## src/rtl/bus_demux2_pkg.sv

```systemverilog
// Shared types and constants for the two-target request demultiplexer.
package bus_demux2_pkg;

  typedef enum logic [1:0] {
    StIdle  = 2'd0,
    StIssue = 2'd1,
    StWait  = 2'd2
  } state_e;

  localparam logic PORT_A = 1'b0;
  localparam logic PORT_B = 1'b1;

endpackage

```

## src/rtl/mux2.sv

```systemverilog
// Generic 2:1 word multiplexer.
module mux2 #(
  parameter int unsigned WIDTH = 32
) (
  input  logic [WIDTH-1:0] in0_i,
  input  logic [WIDTH-1:0] in1_i,
  input  logic             sel_i,
  output logic [WIDTH-1:0] out_o
);

  // Select in1 when sel is high, otherwise in0.
  always_comb begin
    out_o = sel_i ? in1_i : in0_i;
  end

endmodule

```

## src/rtl/bus_demux2.sv

```systemverilog
// Splits one CPU request stream between data RAM (port A) and MMIO (port B),
// one transaction outstanding, with a wait timeout and sticky error flags.
module bus_demux2
  import bus_demux2_pkg::*;
#(
  parameter int unsigned          WIDTH      = 32,
  parameter int unsigned          ADDR_WIDTH = 32,
  parameter int unsigned          SEL_BIT    = 14,
  parameter int unsigned          TIMEOUT    = 255,
  parameter logic [WIDTH-1:0]     ERR_DATA   = 32'hDEAD_BEEF
) (
  input  logic                  clk,
  input  logic                  rst_n,
  input  logic                  s_valid,
  output logic                  s_ready,
  input  logic [ADDR_WIDTH-1:0] s_addr,
  input  logic [WIDTH-1:0]      s_wdata,
  input  logic                  s_we,
  output logic                  s_rvalid,
  output logic [WIDTH-1:0]      s_rdata,
  output logic                  a_valid,
  input  logic                  a_ready,
  output logic [ADDR_WIDTH-1:0] a_addr,
  output logic [WIDTH-1:0]      a_wdata,
  output logic                  a_we,
  input  logic                  a_rvalid,
  input  logic [WIDTH-1:0]      a_rdata,
  output logic                  b_valid,
  input  logic                  b_ready,
  output logic [ADDR_WIDTH-1:0] b_addr,
  output logic [WIDTH-1:0]      b_wdata,
  output logic                  b_we,
  input  logic                  b_rvalid,
  input  logic [WIDTH-1:0]      b_rdata,
  output logic                  timeout_err,
  output logic                  stray_err
);

  localparam int unsigned CntW = $clog2(TIMEOUT + 1);

  state_e                state_q, state_d;
  logic [ADDR_WIDTH-1:0] addr_q, addr_d;
  logic [WIDTH-1:0]      wdata_q, wdata_d;
  logic                  we_q, we_d;
  logic                  dest_q, dest_d;
  logic [CntW-1:0]       cnt_q, cnt_d;
  logic                  rvalid_q, rvalid_d;
  logic [WIDTH-1:0]      rdata_q, rdata_d;
  logic                  terr_q, terr_d;
  logic                  stray_q, stray_d;

  logic                  in_wait;
  logic                  dest_ready;
  logic                  dest_rvalid;
  logic                  timeout_hit;
  logic                  stray_now;
  logic [WIDTH-1:0]      sel_rdata;
  logic [WIDTH-1:0]      resp_data;

  assign in_wait     = (state_q == StWait);
  assign dest_ready  = (dest_q == PORT_B) ? b_ready : a_ready;
  assign dest_rvalid = in_wait & ((dest_q == PORT_B) ? b_rvalid : a_rvalid);
  // Real data on the final wait cycle beats the timeout.
  assign timeout_hit = in_wait & ~dest_rvalid & (cnt_q >= CntW'(TIMEOUT - 1));
  // Any rvalid not from the dest port while waiting is unexpected.
  assign stray_now   = (a_rvalid & ~(in_wait & (dest_q == PORT_A))) |
                       (b_rvalid & ~(in_wait & (dest_q == PORT_B)));

  mux2 #(
    .WIDTH(WIDTH)
  ) u_rdata_mux (
    .in0_i(a_rdata),
    .in1_i(b_rdata),
    .sel_i(dest_q),
    .out_o(sel_rdata)
  );

  assign resp_data = timeout_hit ? ERR_DATA : sel_rdata;

  // Next-state and response logic for the IDLE/ISSUE/WAIT handshake sequence.
  always_comb begin
    state_d  = state_q;
    addr_d   = addr_q;
    wdata_d  = wdata_q;
    we_d     = we_q;
    dest_d   = dest_q;
    cnt_d    = cnt_q;
    rvalid_d = 1'b0;
    rdata_d  = rdata_q;
    terr_d   = terr_q;
    stray_d  = stray_q | stray_now;

    unique case (state_q)
      StIdle: begin
        if (s_valid) begin
          addr_d  = s_addr;
          wdata_d = s_wdata;
          we_d    = s_we;
          dest_d  = s_addr[SEL_BIT];
          state_d = StIssue;
        end
      end
      StIssue: begin
        if (dest_ready) begin
          cnt_d   = '0;
          state_d = we_q ? StIdle : StWait;
        end
      end
      StWait: begin
        if (dest_rvalid || timeout_hit) begin
          rvalid_d = 1'b1;
          rdata_d  = resp_data;
          terr_d   = terr_q | timeout_hit;
          state_d  = StIdle;
        end else if (cnt_q != CntW'(TIMEOUT)) begin
          cnt_d = cnt_q + CntW'(1);
        end
      end
      default: state_d = StIdle;
    endcase
  end

  // State and datapath registers with synchronous active-low reset.
  always_ff @(posedge clk) begin
    if (!rst_n) begin
      state_q  <= StIdle;
      addr_q   <= '0;
      wdata_q  <= '0;
      we_q     <= 1'b0;
      dest_q   <= PORT_A;
      cnt_q    <= '0;
      rvalid_q <= 1'b0;
      rdata_q  <= '0;
      terr_q   <= 1'b0;
      stray_q  <= 1'b0;
    end else begin
      state_q  <= state_d;
      addr_q   <= addr_d;
      wdata_q  <= wdata_d;
      we_q     <= we_d;
      dest_q   <= dest_d;
      cnt_q    <= cnt_d;
      rvalid_q <= rvalid_d;
      rdata_q  <= rdata_d;
      terr_q   <= terr_d;
      stray_q  <= stray_d;
    end
  end

  // Request fields fan out to both ports; only the dest port sees valid.
  always_comb begin
    s_ready     = (state_q == StIdle) & rst_n;
    a_valid     = (state_q == StIssue) & (dest_q == PORT_A);
    b_valid     = (state_q == StIssue) & (dest_q == PORT_B);
    a_addr      = addr_q;
    b_addr      = addr_q;
    a_wdata     = wdata_q;
    b_wdata     = wdata_q;
    a_we        = we_q;
    b_we        = we_q;
    s_rvalid    = rvalid_q;
    s_rdata     = rdata_q;
    timeout_err = terr_q;
    stray_err   = stray_q;
  end

endmodule
```

## config.mk

```make
export PLATFORM = sky130hd
export DESIGN_NAME = bus_demux2
export DESIGN_NICKNAME = d
export VERILOG_FILES = /design/src/rtl/bus_demux2_pkg.sv /design/src/rtl/mux2.sv /design/src/rtl/bus_demux2.sv
export SDC_FILE = /design/constraint.sdc
export NUM_CORES = 1
export LEC_CHECK = 0
export ABC_AREA = 0
export BUFFER_PORTS_ARGS = -buffer_cell sky130_fd_sc_hd__buf_2
export CAP_MARGIN = 30
export CELL_PAD_IN_SITES_DETAIL_PLACEMENT = 1
export CELL_PAD_IN_SITES_GLOBAL_PLACEMENT = 1
export CORE_MARGIN = 3
export CORE_UTILIZATION = 28
export CTS_BUF_LIST = sky130_fd_sc_hd__clkbuf_8
export CTS_CLUSTER_DIAMETER = 100
export DETAILED_ROUTE_END_ITERATION = 12
export PLACE_DENSITY = 0.88
export SYNTH_ARGS = -nofsm -noshare
export SYNTH_HDL_FRONTEND = slang
export SYNTH_SLANG_ARGS = --single-unit
```

## constraint.sdc

```tcl
create_clock -name clk -period 2 [get_ports clk]
set_clock_uncertainty 0.2 [all_clocks]
set_input_delay 0.1 -clock clk [delete_from_list [all_inputs] [get_ports clk]]
set_output_delay 0.1 -clock clk [all_outputs]
set_load 0.01 [all_outputs]
```

After elaboration in Yosys (flattened, before gate mapping). Index checks and enable logic that the tools add are counted.

Flip-flop bits (word level): 111. Bits in latches: 0. Bits in writable memories: 0. Bits in read-only memories: 0. Bits of input ports: 136. Word-level logic and storage cells: 59. Memories kept: 0.

Add/subtract/negate cells: 1. Multiply operators: 0. Divide/modulo/power cells: 0. $lt $le $gt $ge: 1. Equality and inequality tests: 8. Shifts and indexed selects: 0. Multiplexer cells: 14. Bitwise operators: 17. Reductions and logical operators: 8.

Operators with widths (number): 32-bit two-way mux (2); 8-bit two-way mux (3); 8-bit one-hot mux with 2 select lines (1); 1-bit bitwise AND (10); 8-bit by 1-bit adder with 8-bit output, second input constant (1); 8-bit greater-or-equal comparator, second input constant (1); 2-bit two-way mux (4); 8-bit inequality test, second input constant (1); 2-bit inequality test, second input constant (3); 2-bit one-hot mux with 3 select lines (1); 2-bit AND reduction (3); 2-bit by 1-bit inequality test with 1-bit output, second input constant (2); 1-bit inverter (4); 4-bit AND reduction (1); 1-bit two-way mux (3); 1-bit OR (3); 3-bit AND reduction (1); 2-bit by 1-bit == test with 1-bit output, second input constant (1); 2-bit == test, second input constant (1); 2-bit zero test (1); 2-bit nonzero test (1); 1-bit logical OR (1).

Logic depth before layout (Yosys ltp). Gate-level depths: netlist of run 1.

Depth in word-level cells: 8. Mapped depth: 8. Gate-level depth less buffers: 6.

Modules after synthesis. A second synthesis of run 1 with hierarchy kept.

Cell total of the unflattened synthesis: 568. Area total of the unflattened synthesis: 5136.2 µm².

Modules (own cells, without submodules): bus_demux2 (times used 1, cells an instance 532, area each 4591.9 µm², sequential area each 2202.1 µm²); mux2 (times used 1, cells an instance 36, area each 544.3 µm², sequential area each 0.0 µm²).

Worst setup path after synthesis of run 1. OpenSTA, ideal clock, no wires.

Path kind: reg-to-reg. Start: reg cnt_q[0]. End: reg cnt_q[3]. Library setup time: 0.145 ns. Arrival: 1.578 ns. Data required time: 1.655 ns. Slack: 0.077 ns. Stages on the path, launching flop included: 8. Buffers on the path: 1. Clock period less this slack: 1.923 ns. Path through: dfxtp_1 -> inv_1 -> ha_1 -> o211a_1 -> and4_1 -> buf_4 -> a211oi_4 -> a221oi_1.

Cells in the longest elaborated chain, start to end: 5.

RTL lines: start: declaration (line bus_demux2.sv:46) `logic [CntW-1:0] cnt_q, cnt_d;`; start signal: assignment (line bus_demux2.sv:142) `cnt_q <= cnt_d;`; 8-bit greater-or-equal comparator (line bus_demux2.sv:64) `assign timeout_hit = in_wait & ~dest_rvalid & (cnt_q >= CntW'(TIMEOUT - 1));`; 1-bit bitwise AND (line bus_demux2.sv:64); 1-bit logical OR (line bus_demux2.sv:110) `if (dest_rvalid || timeout_hit) begin`; 2-bit inequality test (no line); 4-bit AND reduction (no line).

Parallel ways exist; a longest one is shown, timed or not. The select of a mux whose other input is x is not followed. A chain may end at the register's enable or synchronous reset.

Final worst setup path of run 1.
Start: reg cnt_q[0]. End: reg rdata_q[11] (netlist: s_rdata[11]).

Cells in the longest elaborated chain, start to end: 4.

RTL lines: 8-bit greater-or-equal comparator * (line bus_demux2.sv:64); 1-bit bitwise AND * (line bus_demux2.sv:64); 1-bit logical OR (line bus_demux2.sv:110); 2-bit AND reduction (no line); end signal: assignment (line bus_demux2.sv:144) `rdata_q <= rdata_d;`; end: declaration (line bus_demux2.sv:48) `logic [WIDTH-1:0] rdata_q, rdata_d;`.

Mark *: on every way between the ends. The rest lies on a longest branch, timed or not.

==> results of run 1 <==
## stage by stage
stage	setup slack [ns]	instance area, µm²	util (%)	total power, mW
finish	-0.112	8080	47.7	5.00
global route	-0.118	8080	47.7	5.22
CTS	0.0106	7870	46.5	4.95
detailed placement	-0.0904	6320	37.3	3.34
global placement	0.0874	6320	37.3	3.31
floorplan	0.0773	4950	-	2.97
## flip-flops by register name, summed over array words and instances, names as in the netlist
| register | count |
|---|---|
| a_we | 1 |
| a_addr | 32 |
| s_rdata | 32 |
| timeout_err | 1 |
| stray_err | 1 |
| cnt_q | 8 |
| s_rvalid | 1 |
| a_wdata | 32 |
| state_q | 2 |
## cell usage after synthesis (5+ instances only)
library cell	instances	area share (%)
buf_4	70	11
inv_1	5	0.38
clkbuf_1	21	1.6
mux2_2	9	2.0
nand3_1	10	1.0
dfxtp_1	110	44
a21oi_1	74	7.5
buf_2	7	0.71
nand2_1	153	12
nor2_1	7	0.53
buf_1	7	0.53
mux2i_1	27	5.5
a211oi_1	25	3.8
nor3_1	27	2.7
## cells by family after synthesis
group | Yosys count | share of synthesized area (%)
flops | 110 | 44.5
fa+ha+maj | 2 | 0.505
simple gates | 214 | 18.3
buf+inv | 111 | 13.9
compound gates | 120 | 14.7
mux | 38 | 8.09
## repair_timing
| action | in CTS | in global routing |
|---|---|---|
| setup endpoints to repair | 26 | 42 |
| endpoints found under the hold margin | 106 | 0 |
| hold buffers | 134 | 0 |
| pin swaps | 0 | 7 |
| resized for setup | 4 | 35 |
| setup buffers | 0 | 1 |
| cloned | 0 | 2 |
## worst min-delay path, cell delays in order (launching register included)
cell and delay (ns):
dfxtp_1 0.34, nand2_1 0.05, a21oi_1 0.05
## power groups by stage
stage / Clock (mW) / Combinational (mW) / Sequential, mW
3_3_place_gp: 0 / 0.885 / 2.43
6_report: 1.39 / 1.21 / 2.40
3_5_place_dp: 0 / 0.906 / 2.43
5_1_grt: 1.51 / 1.30 / 2.41
4_1_cts: 1.43 / 1.13 / 2.39
2_1_floorplan: 0 / 0.497 / 2.47
## cell type report
cell class | instances | share of cell area, %
diodes | 1 | 0.0310
clock buffers | 9 | 1.53
clock inverters | 7 | 0.976
inverters | 5 | 0.248
multi-input cells | 374 | 27.1
flip-flops and latches | 110 | 27.3
well taps | 220 | 3.41
repair buffers | 461 | 39.3
## worst max-delay path by stage
stage	start	end	slack, ns	cells past startpoint
6_report	cnt_q[0]	s_rdata[11]	-0.11	7
5_1_grt	cnt_q[0]	s_rdata[0]	-0.12	7
4_1_cts	cnt_q[0]	cnt_q[1]	0.01	7
3_5_place_dp	cnt_q[0]	s_rdata[7]	-0.09	7
3_3_place_gp	cnt_q[0]	s_rdata[3]	0.09	7
2_1_floorplan	cnt_q[0]	cnt_q[3]	0.08	7
## layer usage
layer / wire length (µm) / vias up / part of all wire (%)
met3: 1620 / 78 / 6.4
li1: - / 2683 / -
met4: 1170 / 0 / 4.6
met2: 13200 / 341 / 52
met5: 0 / - / 0
met1: 9240 / 2912 / 37
==> run_results.csv, run 1 <==
group,metric,value,unit
timing,tns,-0.547,ns
pwr,ir_worst_vdd,0.404,mV
routing,drtIter0Drc,242,
synthesis,synthesis.nets,733,
setup_path,path_cells,"inv_2, ha_2, o211a_4, and4_4, clkbuf_16, nor3_1, a211oi_1",
hold_path,hp-start,"a_wdata[9]",
grt,overflow,0,
cts,insertion_delay,0.40,ns
pwr,swShare,32.2,%
die,pin_count,304,
synthesis,synth.avg_cell_area,8.32,µm²
setup_path,cp_top_family,"compound AO/OA/AOI/OAI gates",
setup_path,r2r_end,"s_rdata[11]",
hold_path,hold_class,"reg2reg",
synthesis,async_reset_ff_share,0,%
timing,hold_ws,0.279,ns
setup_path,cp_num_buf_inv,2,
flow_run,max_cap_viol_count,0,
grt,grt_use_met3,5.31,%
final_layout,multi_input_area,0.00219,mm²
place,place.detailed.hpwl,13300,µm
routing,routed_wl,25300,µm
setup_path,path_max_fanout,12,
timing,setup_ws,-0.112,ns
final_layout,drive_above_1_share,40.0,%
final_layout,final_cell_mix,"303 x buf_2, 152 x nand2_1, 134 x dlygate4sd3_1, 108 x dfxtp_1, 74 x a21oi_1",
final_layout,stdcell_count,1187,
synthesis,synth_seq_cells,110,
grt,grt_max_degree,57,
routing,routedWlPerCell,21.3,µm
synthesis,synth_cell_types,43,
run_status,status,"complete, but fails checks",
cts,clock-root-buffer,"clkbuf_8",
setup_path,reg2regPathDepth,7,
die,dieWidth,139,µm
cts,clk_pin_slew_worst_paths,0.14,ns
timing,slew_headroom,69.8,%
timing,period_needed,2.11,ns
die,die-area,0.0193,mm²
synthesis,netlist_area,0.00495,mm²
timing,rsz0062_at_grt,"yes",
place,portBuffers,303,
setup_path,crit_required,2.10,ns
final_layout,regArea,0.00221,mm²
pwr,pwr-share-seq,47.9,%
place,gp_congestion,0.807,
pwr,switching_power,1.61,mW
die,num_rows,47,
synthesis,synth-main-ff-cell,"dfxtp_1",
timing,finalSetupViolCount,15,
synthesis,yosysWarnings,0,
final_layout,nFillCells,2038,
timing,maxSlewViolCount,0,
setup_path,worstSetupStartpointType,"flop",
setup_path,regToRegStartpoint,"cnt_q[0]",
timing,fmax,473,MHz
routing,ant_nets,0,
synthesis,ys_seq_area_share,44.5,%
setup_path,critical_path.slowest_cell,"dfxtp_4",
timing,worst_pin_slew,0.452,ns
grt,grtUsageMet1,25.4,%
routing,first_pass_iters,4,
grt,grt_pass1_vias,6436,
grt,globalRoute.busiestLayer,"met2",
setup_path,cp.arrival,2.21,ns
setup_path,end_kind,"flop",
cts,cts_made_buffers,9,
run_status,violations,"negative setup slack",
synthesis,synth_edf_count,0,
cts,cts_buffer_depth,2,
timing,hold_viol,0,
setup_path,slowest_delay,0.38,ns
die,core-area,0.0169,mm²
timing,min_period_over_period,106,%
cts,h-tree-depth,3,
routing,vias,6014,
final_layout,areaGrowthSynthToFinish,63.2,%
place,dp.cells,1033,
grt,grt_antenna_before_repair,1,
die,die_h,139,µm
hold_path,min_path_cells,2,
grt,grt_usage,23.7,%
final_layout,layout_commonest_cell,"buf_2",
pwr,clockPowerShare,27.9,%
pwr,p_int,3.39,mW
pwr,p_comb_share,24.3,%
setup_path,crit_type,"reg2reg",
grt,grt_pass1_wl,36500,µm
die,initial_core_util,29.2,%
synthesis,netlist_instances,595,
cts,cts_sinks,110,
setup_path,r2r_slack,-0.11,ns
routing,viasPerCell,5.07,
final_layout,nNetsFinal,1099,
pwr,cellPowerDensity,619,mW/mm²
hold_path,holdPathEnd,"a_wdata[9]",
routing,drc,0,
grt,grt_util_met2,44.3,%
pwr,leakage,3.74,nW
cts,cts_tree,"yes",
(Power assumes the default switching activity.)
==> inputs of run 2 (changes only) <==
Settings changed: ABC_AREA 0 to 1, CORE_UTILIZATION 28 to 27.
==> run 2 against run 1 <==
The run ends with negative hold slack left. Sequential share of layout area grew 0.64 points. Critical endpoint is now stray_err. Flip-flop and latch count stayed put. Final cell count is 8.6% higher. Combinational power is 16% higher. Highest routed layer unchanged. Synthesized area grew 0.86%. Non-clock buffer count down 7. First-iteration DRC count rose by 1.2%. Synthesized cell count is 16% higher. Hold slack got worse by 0.33 ns.
==> run_results.csv, run 2 <==
group,metric,value,unit
run_status,status,"complete, but fails checks",
run_status,violations,"negative hold slack",
timing,setup_ws,0.142,ns
routing,ant_nets,0,
die,dieWidth,142,µm
synthesis,synth_top_area_cell,"dfxtp_1",
setup_path,cp.arrival,1.92,ns
grt,overflow,0,
pwr,clockPowerShare,26.0,%
timing,hold_viol,1,
pwr,swShare,32.2,%
timing,hold_ws,-0.0548,ns
flow_run,max_cap_viol_count,0,
cts,h-tree-depth,3,
die,die_h,142,µm
routing,routed_wl,22400,µm
grt,grt_pass1_wl,34500,µm
synthesis,synth_edf_count,0,
pwr,ir_worst_vdd,0.363,mV
grt,globalRoute.busiestLayer,"met2",
timing,fmax,538,MHz
timing,period_needed,1.86,ns
pwr,p_int,3.56,mW
synthesis,synth_cell_types,26,
synthesis,netlist_top_cells_area,"dfxtp_1 44%, nor2_1 12%, buf_4 10%",
synthesis,netlist_instances,693,
timing,tns,0,ns
final_layout,stdcell_count,1289,
synthesis,yosysWarnings,0,
grt,grtUsageMet1,23.6,%
grt,grt_usage,21.3,%
grt,grt_util_met2,39.3,%
final_layout,final_cell_mix,"303 x buf_2, 150 x nor2_1, 134 x dlygate4sd3_1, 124 x nand2_1, 108 x dfxtp_1",
die,die-area,0.0202,mm²
synthesis,synth-main-ff-cell,"dfxtp_1",
final_layout,areaGrowthSynthToFinish,57.7,%
cts,cts_buffer_depth,2,
synthesis,ys_seq_area_share,44.1,%
pwr,cellPowerDensity,667,mW/mm²
die,pin_count,304,
routing,vias,6037,
pwr,p_comb_share,26.6,%
routing,routedWlPerCell,17.3,µm
pwr,p_total,5.26,mW
grt,grt_pass1_vias,6504,
grt,grt_use_met3,5.07,%
place,dpl-instance-area,0.00632,mm²
place,place.detailed.hpwl,13300,µm
final_layout,nNetsFinal,1192,
pwr,switching_power,1.69,mW
timing,min_period_over_period,92.9,%
synthesis,synth.most_common_cell,"nor2_1",
hold_path,hold_class,"in2reg",
synthesis,async_reset_ff_share,0,%
die,core-area,0.0181,mm²
setup_path,worstSetupStartpointType,"flop",
cts,clk_pin_slew_worst_paths,0.11,ns
die,num_rows,49,
synthesis,netlist_area,0.00499,mm²
timing,worst_pin_slew,0.366,ns
timing,rsz0062_at_grt,"no",
cts,cts_sinks,110,
setup_path,end_kind,"flop",
die,initial_core_util,27.6,%
routing,first_pass_iters,4,
final_layout,fin_area,0.00788,mm²
cts,cts_made_buffers,9,
setup_path,path_max_fanout,7,
routing,drc,0,
pwr,leakage,4.10,nW
timing,maxSlewViolCount,0,
synthesis,synthesis.nets,831,
timing,slew_headroom,75.6,%
grt,grt_max_degree,70,
timing,finalSetupViolCount,0,
final_layout,drive_above_1_share,33.5,%
cts,cts_tree,"yes",
setup_path,crit_required,2.06,ns
cts,clock-root-buffer,"clkbuf_8",
place,dp.cells,1138,
place,portBuffers,303,
synthesis,synth.top_cell.area_share,44.1,%
synthesis,synth_seq_cells,110,
place,gp_congestion,0.816,
synthesis,synth_commonest_cells,"153 x nor2_1, 126 x nand2_1, 110 x dfxtp_1, 73 x o21ai_0, 67 x buf_4",
grt,grt_antenna_before_repair,0,
pwr,pwr-share-seq,47.4,%
synthesis,synth.avg_cell_area,7.21,µm²
setup_path,crit_type,"reg2reg",
cts,insertion_delay,0.37,ns
routing,drtIter0Drc,245,
routing,viasPerCell,4.68,
final_layout,layout_commonest_cell,"buf_2",
place,pre_cts_ws,0.0655,ns
run 2: changes by cell type after synthesis, moves of 9 or more:
cell,change
nor2_1,+146
o21ai_0,+70
a21oi_1,-58
inv_1,+29
mux2i_1,-27
nand2_1,-27
nor3_1,-26
a211oi_1,-25
a31oi_1,+22
o21ai_1,+15
mux2_2,-9
run 2: final timing paths:
kind / start / to / slack [ns] / cells past startpoint
worst max-delay path: state_q[0] / stray_err / 0.14 / 7
worst min-delay path: s_addr[14] / a_addr[14] / -0.05 / 3
worst max register to register: state_q[0] / stray_err / 0.14 / 7
worst min register to register: s_rdata[22] / s_rdata[22] / 0.27 / 2
run 2: final cells by class:
cell class                      instances  area (µm²)
Clock inverter                          6        63.8
Antenna cell                            2        5.00
Sequential cell                       110        2200
Clock buffer                            9         124
Tap cell                              229         287
Multi-Input combinational cell        440        1990
Fill cell                            2265       10200
Timing Repair Buffer                  454        3060
Inverter                               39         151
run 2: cells by family after synthesis:
family,share of synthesized area [%]
simple gates,24.7
fa+ha+maj,0.501
compound gates,14.2
flops,44.1
buf+inv,16.5
run 2: per-stage QoR:
stage	util [%]	hold WS, ns
after CTS	43.4	0.00140
after detailed placement	34.9	0.129
after global placement	34.9	0.119
after global routing	43.5	0.0222
final	43.5	-0.0548
after floorplan	-	0.0349
run 2: routing by layer:
layer	routed length (µm)	up-vias
li1	-	2852
met1	8510	2872
met2	11500	283
met3	1880	30
met4	512	0
met5	0	-
run 2: worst max-delay path: stages, from the launching register on:
cell           delay [ns]
dfxtp_2              0.36
inv_1                0.09
nand2_2              0.12
o21ai_0              0.16
nand2_1              0.06
dlygate4sd3_1        0.59
o21ai_1              0.12
inv_1                0.04
run 2: power groups by stage:
stage               registers, mW  logic (mW)  clock network (mW)
detailed placement           2.53        1.15                   0
global route                 2.52        1.53                1.50
finish                       2.49        1.40                1.36
CTS                          2.48        1.36                1.41
global placement             2.52        1.12                   0
floorplan                    2.57       0.667                   0
run 2: repair_timing:
action,in CTS,in global routing
hold endpoints to repair,100,0
hold buffers,134,0
setup buffers,0,0
setup endpoints to repair,0,32
gates resized for setup,0,12
==> inputs of run 3 (changes only) <==
Settings changed: CTS_BUF_LIST sky130_fd_sc_hd__clkbuf_8 to sky130_fd_sc_hd__clkbuf_2 sky130_fd_sc_hd__clkbuf_4 sky130_fd_sc_hd__clkbuf_8.
==> run 3 against run 2 <==
The flow still finishes with violations (negative hold slack). Total power increased by 0.34%. Via count up 0.35%. Setup slack better by 0.0047 ns. Critical path depth stayed put.
==> run_results.csv, run 3 (synthesis gave the netlist of run 2 again) <==
group,metric,value,unit
pwr,ir_worst_vdd,0.364,mV
die,die-area,0.0202,mm²
grt,grt_max_degree,70,
cts,clock-root-buffer,"clkbuf_8",
timing,period_needed,1.85,ns
grt,grt_usage,21.3,%
run_status,violations,"negative hold slack",
run_status,status,"complete, but fails checks",
cts,post_cts_buffers,0,
pwr,p_comb_share,26.5,%
setup_path,cp_top_family,"buffers and inverters",
cts,clk_pin_slew_worst_paths,0.11,ns
timing,finalSetupViolCount,0,
die,initial_core_util,27.6,%
routing,routed_wl,22300,µm
pwr,cellPowerDensity,669,mW/mm²
pwr,pwr-share-seq,47.2,%
cts,cts_tree,"yes",
place,gp_congestion,0.816,
setup_path,r2r_end,"stray_err",
final_layout,nNetsFinal,1192,
setup_path,worstSetupStartpointType,"flop",
routing,first_pass_iters,4,
setup_path,slowest_delay,0.58,ns
hold_path,hp-start,"s_addr[14]",
grt,grt_pass1_vias,6514,
cts,cts_buffer_depth,2,
timing,setup_ws,0.147,ns
hold_path,hold_class,"in2reg",
pwr,p_int,3.58,mW
final_layout,layout_commonest_cell,"buf_2",
timing,worst_pin_slew,0.368,ns
setup_path,r2r_slack,0.15,ns
setup_path,critical_path.slowest_cell,"dlygate4sd3_1",
timing,maxSlewViolCount,0,
pwr,p_total,5.27,mW
cts,cts_made_buffers,9,
routing,drtIter0Drc,243,
die,pin_count,304,
grt,overflow,0,
cts,h-tree-depth,3,
setup_path,path_max_fanout,7,
place,portBuffers,303,
die,dieWidth,142,µm
pwr,clockPowerShare,26.2,%
die,num_rows,49,
timing,slew_headroom,75.5,%
hold_path,holdPathEnd,"a_addr[14]",
setup_path,cp_num_buf_inv,3,
cts,insertion_delay,0.38,ns
pwr,swShare,32.1,%
grt,grt_pass1_wl,34600,µm
grt,grt_antenna_before_repair,0,
final_layout,areaGrowthSynthToFinish,57.8,%
timing,hold_ws,-0.0575,ns
setup_path,regToRegStartpoint,"state_q[0]",
setup_path,crit_type,"reg2reg",
hold_path,min_path_cells,3,
final_layout,drive_above_1_share,33.6,%
pwr,switching_power,1.69,mW
setup_path,cp_common_cell,"inv_1",
setup_path,end_kind,"flop",
setup_path,cp-startpoint,"state_q[0]",
place,place.detailed.hpwl,13300,µm
setup_path,path_cells,"inv_1, nand2_2, o21ai_0, nand2_1, dlygate4sd3_1, o21ai_1, inv_1",
timing,min_period_over_period,92.7,%
pwr,leakage,4.10,nW
setup_path,crit_required,2.07,ns
die,core-area,0.0181,mm²
routing,routedWlPerCell,17.3,µm
routing,drc,0,
setup_path,reg2regPathDepth,7,
place,pre_cts_ws,0.0655,ns
flow_run,max_cap_viol_count,0,
timing,hold_viol,1,
routing,viasPerCell,4.70,
final_layout,post-route-util,43.6,%
final_layout,fin_area,0.00788,mm²
final_layout,final_cell_mix,"303 x buf_2, 150 x nor2_1, 134 x dlygate4sd3_1, 124 x nand2_1, 108 x dfxtp_1",
die,die_h,142,µm
timing,tns,0,ns
setup_path,cp.arrival,1.92,ns
timing,rsz0062_at_grt,"no",
routing,vias,6058,
routing,ant_nets,0,
timing,fmax,540,MHz
cts,cts_sinks,110,
place,dpl-instance-area,0.00632,mm²
[run 3: cell types whose count changed in the layout (fill, tap and decap cells not counted)]
cell      before  now
inv_1         34   33
clkbuf_4       0    1
[run 3: how the worst max path moves through the flow]
| stage | endpoint | slack, ns | cells after the start |
|---|---|---|---|
| final | stray_err | 0.15 | 7 |
| after global routing | stray_err | 0.01 | 7 |
| after CTS | cnt_q[3] | 0.03 | 11 |
| after detailed placement | cnt_q[3] | 0.07 | 11 |
| after global placement | a_addr[14] | 0.14 | 7 |
| after floorplan | s_rdata[19] | 0.31 | 10 |
[run 3: layer usage]
metal	share of wire [%]	routed length, µm	vias to the layer above	global-route usage, %
met4	2.5	563	0	7.58
met3	7.9	1770	35	5.11
met2	51	11400	277	39.4
met1	39	8630	2896	23.7
met5	0	0	-	0
li1	-	-	2850	-
[run 3: area by class of cell]
cell class	count	area, µm²
fillers	2263	10200
repair buffers	454	3060
flip-flops and latches	110	2200
multi-input cells	440	1990
well taps	229	287
inverters	39	151
clock buffers	10	131
clock inverters	5	60.1
diodes	2	5.00
[run 3: power by group through the flow]
stage          logic [mW]  clock network, mW  registers (mW)
2_1_floorplan       0.667                  0            2.57
3_3_place_gp         1.12                  0            2.52
3_5_place_dp         1.15                  0            2.53
4_1_cts              1.36               1.43            2.48
5_1_grt              1.53               1.51            2.52
6_report             1.40               1.38            2.49
[run 3: tightest hold or removal path: stages]
cell     delay, ns
buf_2         0.10
o21ai_1       0.12
a21oi_1       0.16
[run 3: repair_timing]
item / in CTS / in global routing
endpoints found under the hold margin: 100 / 0
setup endpoints to repair: 0 / 32
hold buffers: 134 / 0
gates resized for setup: 0 / 12
[run 3: through the flow]
step | hold WS [ns] | std cells
2_1_floorplan | 0.0349 | 693
4_1_cts | 0.00140 | 1287
5_1_grt | 0.0222 | 1287
3_5_place_dp | 0.129 | 1138
6_report | -0.0575 | 1289
3_3_place_gp | 0.119 | 1138
